## src/rtl/ddr3_ram_arb.sv

```systemverilog
// ddr3_ram_arb: N-port arbiter in front of a single ddr3_core request port.
// Requests from the AXI-to-RAM bridges are granted round-robin, tagged with
// the port index in the top four request-ID bits, and held in one output
// register until the core accepts them. Responses are routed back to the
// issuing port combinationally using that tag. A per-port counter limits
// how many requests a port may have in flight.
//
// Optional build macro: DDR3_RAM_ARB_PORT0_PRIO_EN
//   defined   -> port 0 has strict priority; ports 1..N-1 round-robin
//   undefined -> all ports share one round-robin
//
// Handshake semantics (both sides): a request is "valid" while its write
// mask is nonzero or its read strobe is high. Upstream, port_accept_o[p]
// is the ready for port p and the request transfers in the cycle where
// valid and ready are both high. Downstream, ram_wr_o/ram_rd_o are the
// valid and ram_accept_i is the ready; once valid is raised the request
// (mask, read, address, data, id) is held unchanged until ready is seen.
module ddr3_ram_arb #(
    parameter int NUM_PORTS       = 4,
    parameter int PORT_ID_W       = 12,
    parameter int MAX_OUTSTANDING = 4
) (
    input  logic                           clk_i,
    input  logic                           rst_i,
    input  logic [NUM_PORTS*16-1:0]        port_wr_i,
    input  logic [NUM_PORTS-1:0]           port_rd_i,
    input  logic [NUM_PORTS*32-1:0]        port_addr_i,
    input  logic [NUM_PORTS*128-1:0]       port_write_data_i,
    input  logic [NUM_PORTS*PORT_ID_W-1:0] port_req_id_i,
    output logic [NUM_PORTS-1:0]           port_accept_o,
    output logic [NUM_PORTS-1:0]           port_ack_o,
    output logic [NUM_PORTS-1:0]           port_error_o,
    output logic [127:0]                   port_read_data_o,
    output logic [PORT_ID_W-1:0]           port_resp_id_o,
    output logic [31:0]                    ram_addr_o,
    output logic [15:0]                    ram_wr_o,
    output logic                           ram_rd_o,
    output logic [15:0]                    ram_req_id_o,
    output logic [127:0]                   ram_write_data_o,
    input  logic                           ram_accept_i,
    input  logic                           ram_ack_i,
    input  logic                           ram_error_i,
    input  logic [127:0]                   ram_read_data_i,
    input  logic [15:0]                    ram_resp_id_i
);

    // Port count and in-flight limit in the widths they are compared at.
    localparam logic [4:0] NP      = 5'(NUM_PORTS);
    localparam logic [3:0] MAX_OUT = 4'(MAX_OUTSTANDING);

    // Eligibility is kept 16 wide so a 4-bit port index always selects in range.
    logic [15:0]          eligible;
    logic [3:0]           outstanding [NUM_PORTS];
    logic [NUM_PORTS-1:0] cnt_inc;
    logic [NUM_PORTS-1:0] cnt_dec;

    logic                 req_valid;
    logic                 reg_free;
    logic                 capture;
    logic [3:0]           rr_ptr;
    logic [3:0]           next_ptr;
    logic                 grant_valid;
    logic [3:0]           grant_idx;
    logic [4:0]           cand;
    logic [4:0]           rr_base;

    logic [15:0]          sel_wr;
    logic                 sel_rd;
    logic [31:0]          sel_addr;
    logic [127:0]         sel_data;
    logic [PORT_ID_W-1:0] sel_id;

    logic [3:0]           resp_port;

    // The register can take a new request when empty or when it empties this cycle.
    assign reg_free  = !req_valid || ram_accept_i;
    assign capture   = reg_free && grant_valid && !rst_i;
    assign resp_port = ram_resp_id_i[15:12];

    // A port is eligible when it has a request and room for one more in flight.
    always_comb begin
        eligible = '0;
        for (int p = 0; p < NUM_PORTS; p++) begin
            eligible[p] = ((|port_wr_i[p*16 +: 16]) || port_rd_i[p]) &&
                          (outstanding[p] < MAX_OUT);
        end
    end

`ifdef DDR3_RAM_ARB_PORT0_PRIO_EN
    // Port 0 first; otherwise round-robin over ports 1..N-1 starting at the pointer.
    always_comb begin
        grant_valid = 1'b0;
        grant_idx   = 4'd0;
        cand        = 5'd0;
        rr_base     = (rr_ptr == 4'd0) ? 5'd1 : {1'b0, rr_ptr};
        if (eligible[0]) begin
            grant_valid = 1'b1;
            grant_idx   = 4'd0;
        end else begin
            for (int i = 0; i < NUM_PORTS - 1; i++) begin
                cand = rr_base + 5'(i);
                if (cand >= NP) begin
                    cand = cand - NP + 5'd1;
                end
                if (!grant_valid && eligible[cand[3:0]]) begin
                    grant_valid = 1'b1;
                    grant_idx   = cand[3:0];
                end
            end
        end
    end

    // Pointer follows the last round-robin winner and never lands on port 0.
    always_comb begin
        next_ptr = rr_ptr;
        if (grant_idx != 4'd0) begin
            if (({1'b0, grant_idx} + 5'd1) >= NP) begin
                next_ptr = 4'd1;
            end else begin
                next_ptr = grant_idx + 4'd1;
            end
        end
    end
`else
    // Round-robin over all ports starting at the pointer.
    always_comb begin
        grant_valid = 1'b0;
        grant_idx   = 4'd0;
        cand        = 5'd0;
        rr_base     = {1'b0, rr_ptr};
        for (int i = 0; i < NUM_PORTS; i++) begin
            cand = rr_base + 5'(i);
            if (cand >= NP) begin
                cand = cand - NP;
            end
            if (!grant_valid && eligible[cand[3:0]]) begin
                grant_valid = 1'b1;
                grant_idx   = cand[3:0];
            end
        end
    end

    // Pointer moves to the port after the winner, wrapping at NUM_PORTS.
    always_comb begin
        next_ptr = rr_ptr;
        if (({1'b0, grant_idx} + 5'd1) >= NP) begin
            next_ptr = 4'd0;
        end else begin
            next_ptr = grant_idx + 4'd1;
        end
    end
`endif

    // Select the granted port's request and raise its accept.
    always_comb begin
        port_accept_o = '0;
        sel_wr        = '0;
        sel_rd        = 1'b0;
        sel_addr      = '0;
        sel_data      = '0;
        sel_id        = '0;
        for (int p = 0; p < NUM_PORTS; p++) begin
            if (grant_idx == 4'(p)) begin
                sel_wr           = port_wr_i[p*16 +: 16];
                sel_rd           = port_rd_i[p];
                sel_addr         = port_addr_i[p*32 +: 32];
                sel_data         = port_write_data_i[p*128 +: 128];
                sel_id           = port_req_id_i[p*PORT_ID_W +: PORT_ID_W];
                port_accept_o[p] = capture;
            end
        end
    end

    // Output register toward the core, plus the round-robin pointer.
    always_ff @(posedge clk_i) begin
        if (rst_i) begin
            req_valid        <= 1'b0;
            ram_wr_o         <= '0;
            ram_rd_o         <= 1'b0;
            ram_addr_o       <= '0;
            ram_write_data_o <= '0;
            ram_req_id_o     <= '0;
            rr_ptr           <= '0;
        end else if (capture) begin
            // A write mask wins over a simultaneous read strobe.
            req_valid        <= 1'b1;
            ram_wr_o         <= sel_wr;
            ram_rd_o         <= sel_rd && !(|sel_wr);
            ram_addr_o       <= sel_addr;
            ram_write_data_o <= sel_data;
            ram_req_id_o     <= {grant_idx, sel_id};
            rr_ptr           <= next_ptr;
        end else if (ram_accept_i) begin
            req_valid        <= 1'b0;
            ram_wr_o         <= '0;
            ram_rd_o         <= 1'b0;
        end
    end

    // Per-port increment on capture and decrement on a counted ack.
    always_comb begin
        cnt_inc = '0;
        cnt_dec = '0;
        for (int p = 0; p < NUM_PORTS; p++) begin
            cnt_inc[p] = capture && (grant_idx == 4'(p));
            // Acks to a port with nothing in flight are forwarded but not counted.
            cnt_dec[p] = ram_ack_i && (resp_port == 4'(p)) &&
                         (outstanding[p] != 4'd0);
        end
    end

    // Outstanding counters; simultaneous increment and decrement cancel.
    always_ff @(posedge clk_i) begin
        if (rst_i) begin
            for (int p = 0; p < NUM_PORTS; p++) begin
                outstanding[p] <= 4'd0;
            end
        end else begin
            for (int p = 0; p < NUM_PORTS; p++) begin
                if (cnt_inc[p] && !cnt_dec[p]) begin
                    outstanding[p] <= outstanding[p] + 4'd1;
                end else if (cnt_dec[p] && !cnt_inc[p]) begin
                    outstanding[p] <= outstanding[p] - 4'd1;
                end
            end
        end
    end

    // Route responses by the port tag; tags beyond NUM_PORTS match no port.
    always_comb begin
        port_ack_o   = '0;
        port_error_o = '0;
        for (int p = 0; p < NUM_PORTS; p++) begin
            port_ack_o[p]   = ram_ack_i && (resp_port == 4'(p));
            port_error_o[p] = ram_ack_i && (resp_port == 4'(p)) && ram_error_i;
        end
    end

    assign port_read_data_o = ram_read_data_i;
    assign port_resp_id_o   = ram_resp_id_i[PORT_ID_W-1:0];

endmodule

```

## config.mk

```make
export PLATFORM = sky130hd
export DESIGN_NAME = ddr3_ram_arb
export DESIGN_NICKNAME = d
export VERILOG_FILES = /design/src/rtl/ddr3_ram_arb.sv
export SDC_FILE = /design/constraint.sdc
export NUM_CORES = 1
export LEC_CHECK = 0
export CAP_MARGIN = 20
export CORE_AREA = 2 2 487 489
export DETAILED_ROUTE_END_ITERATION = 16
export DIE_AREA = 0 0 489 491
export DONT_BUFFER_PORTS = 1
export GPL_TIMING_DRIVEN = 0
export PLACE_DENSITY = 0.3
export SLEW_MARGIN = 10
export SYNTH_ARGS = -nofsm -noshare
export SYNTH_HDL_FRONTEND = slang
export SYNTH_SLANG_ARGS = --single-unit
```

## constraint.sdc

```tcl
create_clock -name clk_i -period 4.8 [get_ports clk_i]
set_input_delay 0.96 -clock clk_i [delete_from_list [all_inputs] [get_ports clk_i]]
set_output_delay 0.96 -clock clk_i [all_outputs]
set_load 0.005 [all_outputs]
```

==> reports/qor.txt <==
TIMING
---------------------------------------------------------------------------------
Count of final max-slew check failures .............................            0
Post-route clock period utilization ................................         1.02
Top achievable clock speed .........................................      204 MHz
Unrepaired setup endpoints after global routing ....................         true
# setup viols final ................................................            5
Final setup skew ...................................................      26.6 ps
Slew HR ............................................................        0.297
Least-Margin Pin Slew ..............................................      1050 ps
Final min period ...................................................      4890 ps
Final worst setup slack ............................................     -90.5 ps
Count of endpoints failing hold in the final timing report .........            0

LAYOUT
---------------------------------------------------------------------------------
Final Cell Area .................................................... 23,500 sq um
Layout cell share with drive strength beyond 1 .....................        0.335
Area Overhead vs Synth .............................................        50.6%
Nets@finish ........................................................        3,175
Finished Layout Cells ..............................................        5,476

FLOORPLAN
---------------------------------------------------------------------------------
Chip Width .........................................................  489 microns
IO Pins ............................................................        1,250
Initial Utilization ................................................       0.0665
Std cell rows ......................................................          178
Standard cell core area ............................................ 235,000 sq um
Die Footprint ...................................................... 240,000 sq um
Die H ..............................................................  491 microns

ROUTING
---------------------------------------------------------------------------------
Post-Route WL ......................................................       184 mm
1st-pass router iterations .........................................            5
Via density per instance ...........................................         3.34
Routed length per instance ......................................... 33.7 microns
Top routing layer used .............................................         met5
DR iter-0 viols ....................................................        1,385
Vias after detailed routing ........................................       18,300
Met1 routed wirelength after detailed routing ......................      72.6 mm
Detail Route met2 WL ...............................................      85.1 mm
Met3 wirelength from detailed routing ..............................      20.5 mm
Count of unresolved DRC violations after routing ...................            0
Post-detailed-route count of antenna-violating nets ................            0

STATUS
---------------------------------------------------------------------------------
Violated checks .................................................... negative setup slack
Result of the run .................................................. finished with violations

YOSYS
---------------------------------------------------------------------------------
Cells taking the most area after synthesis ......................... sky130_fd_sc_hd__dfxtp_1, sky130_fd_sc_hd__a21oi_1, sky130_fd_sc_hd__nor2_1
Largest area contributor in the synthesized netlist ................ sky130_fd_sc_hd__dfxtp_1
Fraction of synthesis flops using an asynchronous set or reset pin .            0
Yosys warnings .....................................................            0
Unique cell type count in the Yosys netlist ........................           56
Flip-flop cell with the highest count after synthesis .............. sky130_fd_sc_hd__dfxtp_1
Compound-Gate Fraction of Synth Area ...............................        0.361
Synthesized cell area .............................................. 15,600 sq um
Count of flip-flops with a built-in enable after synthesis .........           16
Portion of synthesized cell area occupied by the leading cell type .        0.254
Dominant combinational cell family by area after synthesis ......... compound AO/OA/AOI/OAI gates
Sequential cell area fraction in the yosys report ..................        0.285
XOR/XNOR Fraction of Synth Area ....................................      0.00714
Synthesized-area fraction occupied by adder cells ..................       0.0215
Most frequent cells after synthesis ................................ sky130_fd_sc_hd__nor2_1, sky130_fd_sc_hd__a21oi_1, sky130_fd_sc_hd__dfxtp_1
Synthesized net count ..............................................        3,062
Multiplexer share of the synthesized area ..........................      0.00593
Simple-gate area share of the yosys netlist ........................        0.193
Most frequently used cell type in the post-synthesis netlist ....... sky130_fd_sc_hd__nor2_1
Post-synthesis cell count ..........................................        2,132
Post-synthesis area per instance ...................................   7.32 sq um
Register bit total from synthesis ..................................          214

GLOBAL ROUTING
---------------------------------------------------------------------------------
Vias in the first global route .....................................       17,900
Leftover overflow at the end of global routing .....................            0
Pin count of the biggest net entering global routing ...............           20
Initial antenna violation count ....................................          127
First-pass GRT wire length .........................................       222 mm
Total routing resource utilization after global routing ............        0.146

SETUP PATH
---------------------------------------------------------------------------------
Depth of the worst register-to-register path .......................           24
CP dominant cell by count .......................................... sky130_fd_sc_hd__clkbuf_16
Count of cell instances traversed by the critical path .............           18
Timing startpoint of the critical path .............................    rr_ptr[1]
Critical-path cell list ............................................ buf_6 -> inv_4 -> ha_4 -> a21oi_4 -> xor2_1 -> ha_2 -> a2111oi_4 -> nor3_4 -> buf_6 -> nor4_4 -> o21bai_4 -> o21ai_4 -> buf_4 -> ha_4 -> clkbuf_16 -> clkbuf_16 -> clkbuf_16 -> and2_4
Critical path capture point type ...................................   output pin
Delay contributed by the slowest stage of the critical path ........       430 ps
CP Buf/Inv Count ...................................................            7
Startpoint types ...................................................         flop
CP arrival .........................................................      3930 ps
Worst r2r dst ......................................................     ram_rd_o
Highest fanout seen on the critical path ...........................            4
Type of the worst setup path ....................................... flop to output pin
R2r startpoint .....................................................    rr_ptr[1]
Cell class contributing the biggest share of worst-path delay ...... compound AO/OA/AOI/OAI gates
Critical-path top delay cell ....................................... sky130_fd_sc_hd__a2111oi_4
Worst EP required ..................................................      3840 ps
Register-to-register path setup slack ..............................       -20 ps

CLOCKING
---------------------------------------------------------------------------------
Clock transition at the registers of the reported paths ............        60 ps
Maximum count of clock buffers along a single path .................            3
Number of buffers created by CTS ...................................           36
Deepest level of the CTS H-tree ....................................            2
Cts hold-fix bufs ..................................................            0
Count of clock tree sinks ..........................................          214
Clk Latency, worst-skew pair .......................................       610 ps
Clk Tree Root Cell ................................................. sky130_fd_sc_hd__clkbuf_16
Clock tree from TritonCTS ..........................................        built

HOLD PATH
---------------------------------------------------------------------------------
Terminating pin of the worst hold path .............................    req_valid
Beginning of the worst hold path ...................................    req_valid
Type of the worst min-delay path ................................... flop to flop
Worst hold path stage count ........................................            2

PLACED DESIGN
---------------------------------------------------------------------------------
Dpl cells ..........................................................        5,307
Port Buf Inserts ...................................................            0
Post-DP Area ....................................................... 20,000 sq um
HPWL reported at the end of detailed placement .....................       163 mm
Gpl congestion .....................................................        0.995

FLOW RUN
---------------------------------------------------------------------------------
Number of violations of the max-capacitance limit ..................            0

[logic make-up after synthesis]
kind of cell	after synthesis
AOI/OAI and AO/OA	819
xor gates and xnor gates	11
adders and majority gates	25
buffers and inverters	359
DFF	214
muxes	8
and+or+nand+nor	696
[through the flow]
step	hold slack, ps	setup TNS (ps)	utilization	setup slack (ps)
2_1_floorplan	470	0	-	66.7
3_3_place_gp	495	-587100	0.0834	-4690
3_5_place_dp	492	-286180	0.0851	-2140
4_1_cts	467	-309	0.0955	-130
5_1_grt	502	-6610	0.0999	-254
6_report	498	-284	0.100	-90.5
[worst min-delay path: stages (launching register included)]
cell and delay, ps:
sky130_fd_sc_hd__dfxtp_1 290, sky130_fd_sc_hd__nand2b_1 80, sky130_fd_sc_hd__a31oi_1 70
[layout make-up]
| class | instances | area, sq um |
|---|---|---|
| tap | 3150 | 3940 |
| clock buffer | 49 | 1000 |
| antenna | 59 | 148 |
| buffer | 333 | 2360 |
| clock inverter | 11 | 133 |
| timing repair buffer | 81 | 871 |
| fill | 27400 | 211000 |
| inverter | 19 | 80.1 |
| sequential | 214 | 4450 |
| multi-input combinational | 1560 | 10500 |
[sequential cells by signal, indices dropped and copies added, names as in the netlist]
signal            count
outstanding          16
ram_write_data_o    128
ram_req_id_o         16
ram_rd_o              1
rr_ptr                4
ram_wr_o             16
ram_addr_o           32
req_valid             1
[timing repair]
action / in CTS / in global routing
resized for setup: 280 / 299
endpoints found under the setup margin: 226 / 181
cloned: 1 / 1
buffers inserted: 30 / 24
pin swaps: 25 / 46
[routing by layer]
metal / GRT usage / vias to the layer above
met3: 0.0583 / 265
met2: 0.239 / 1211
met1: 0.174 / 8981
met5: 0 / -
li1: - / 7812
met4: 0.0469 / 36
[worst max-delay path by stage]
stage / to / slack (ps)
6_report: port_accept_o[1] / -90
5_1_grt: ram_write_data_o[9] / -250
4_1_cts: port_accept_o[2] / -130
3_5_place_dp: ram_write_data_o[9] / -2140
3_3_place_gp: ram_addr_o[16] / -4690
2_1_floorplan: outstanding[2][3] / 70
[cells in the final DEF (no fill, tap or decap), drive strengths merged, types with 6 or more instances in the layout]
cell type and count:
xor2 6, nor2b 27, a211oi 179, or3 6, ha 22, inv 21
mux2i 7, o211ai 9, a22oi 175, o21ai 9, and2 9, nor2 531
nor3 13, nor4 15, nand4 7, nor3b 7, buf 300, diode 59
clkbuf 163, nand3 8, nand2b 18, edfxtp 16, nand2 21, a21oi 407
a221oi 12, nand3b 23, dfxtp 198
Power is left out: the tool's default activity adds up to more than one toggle a clock period on the data nets, which glitch-free logic cannot reach.
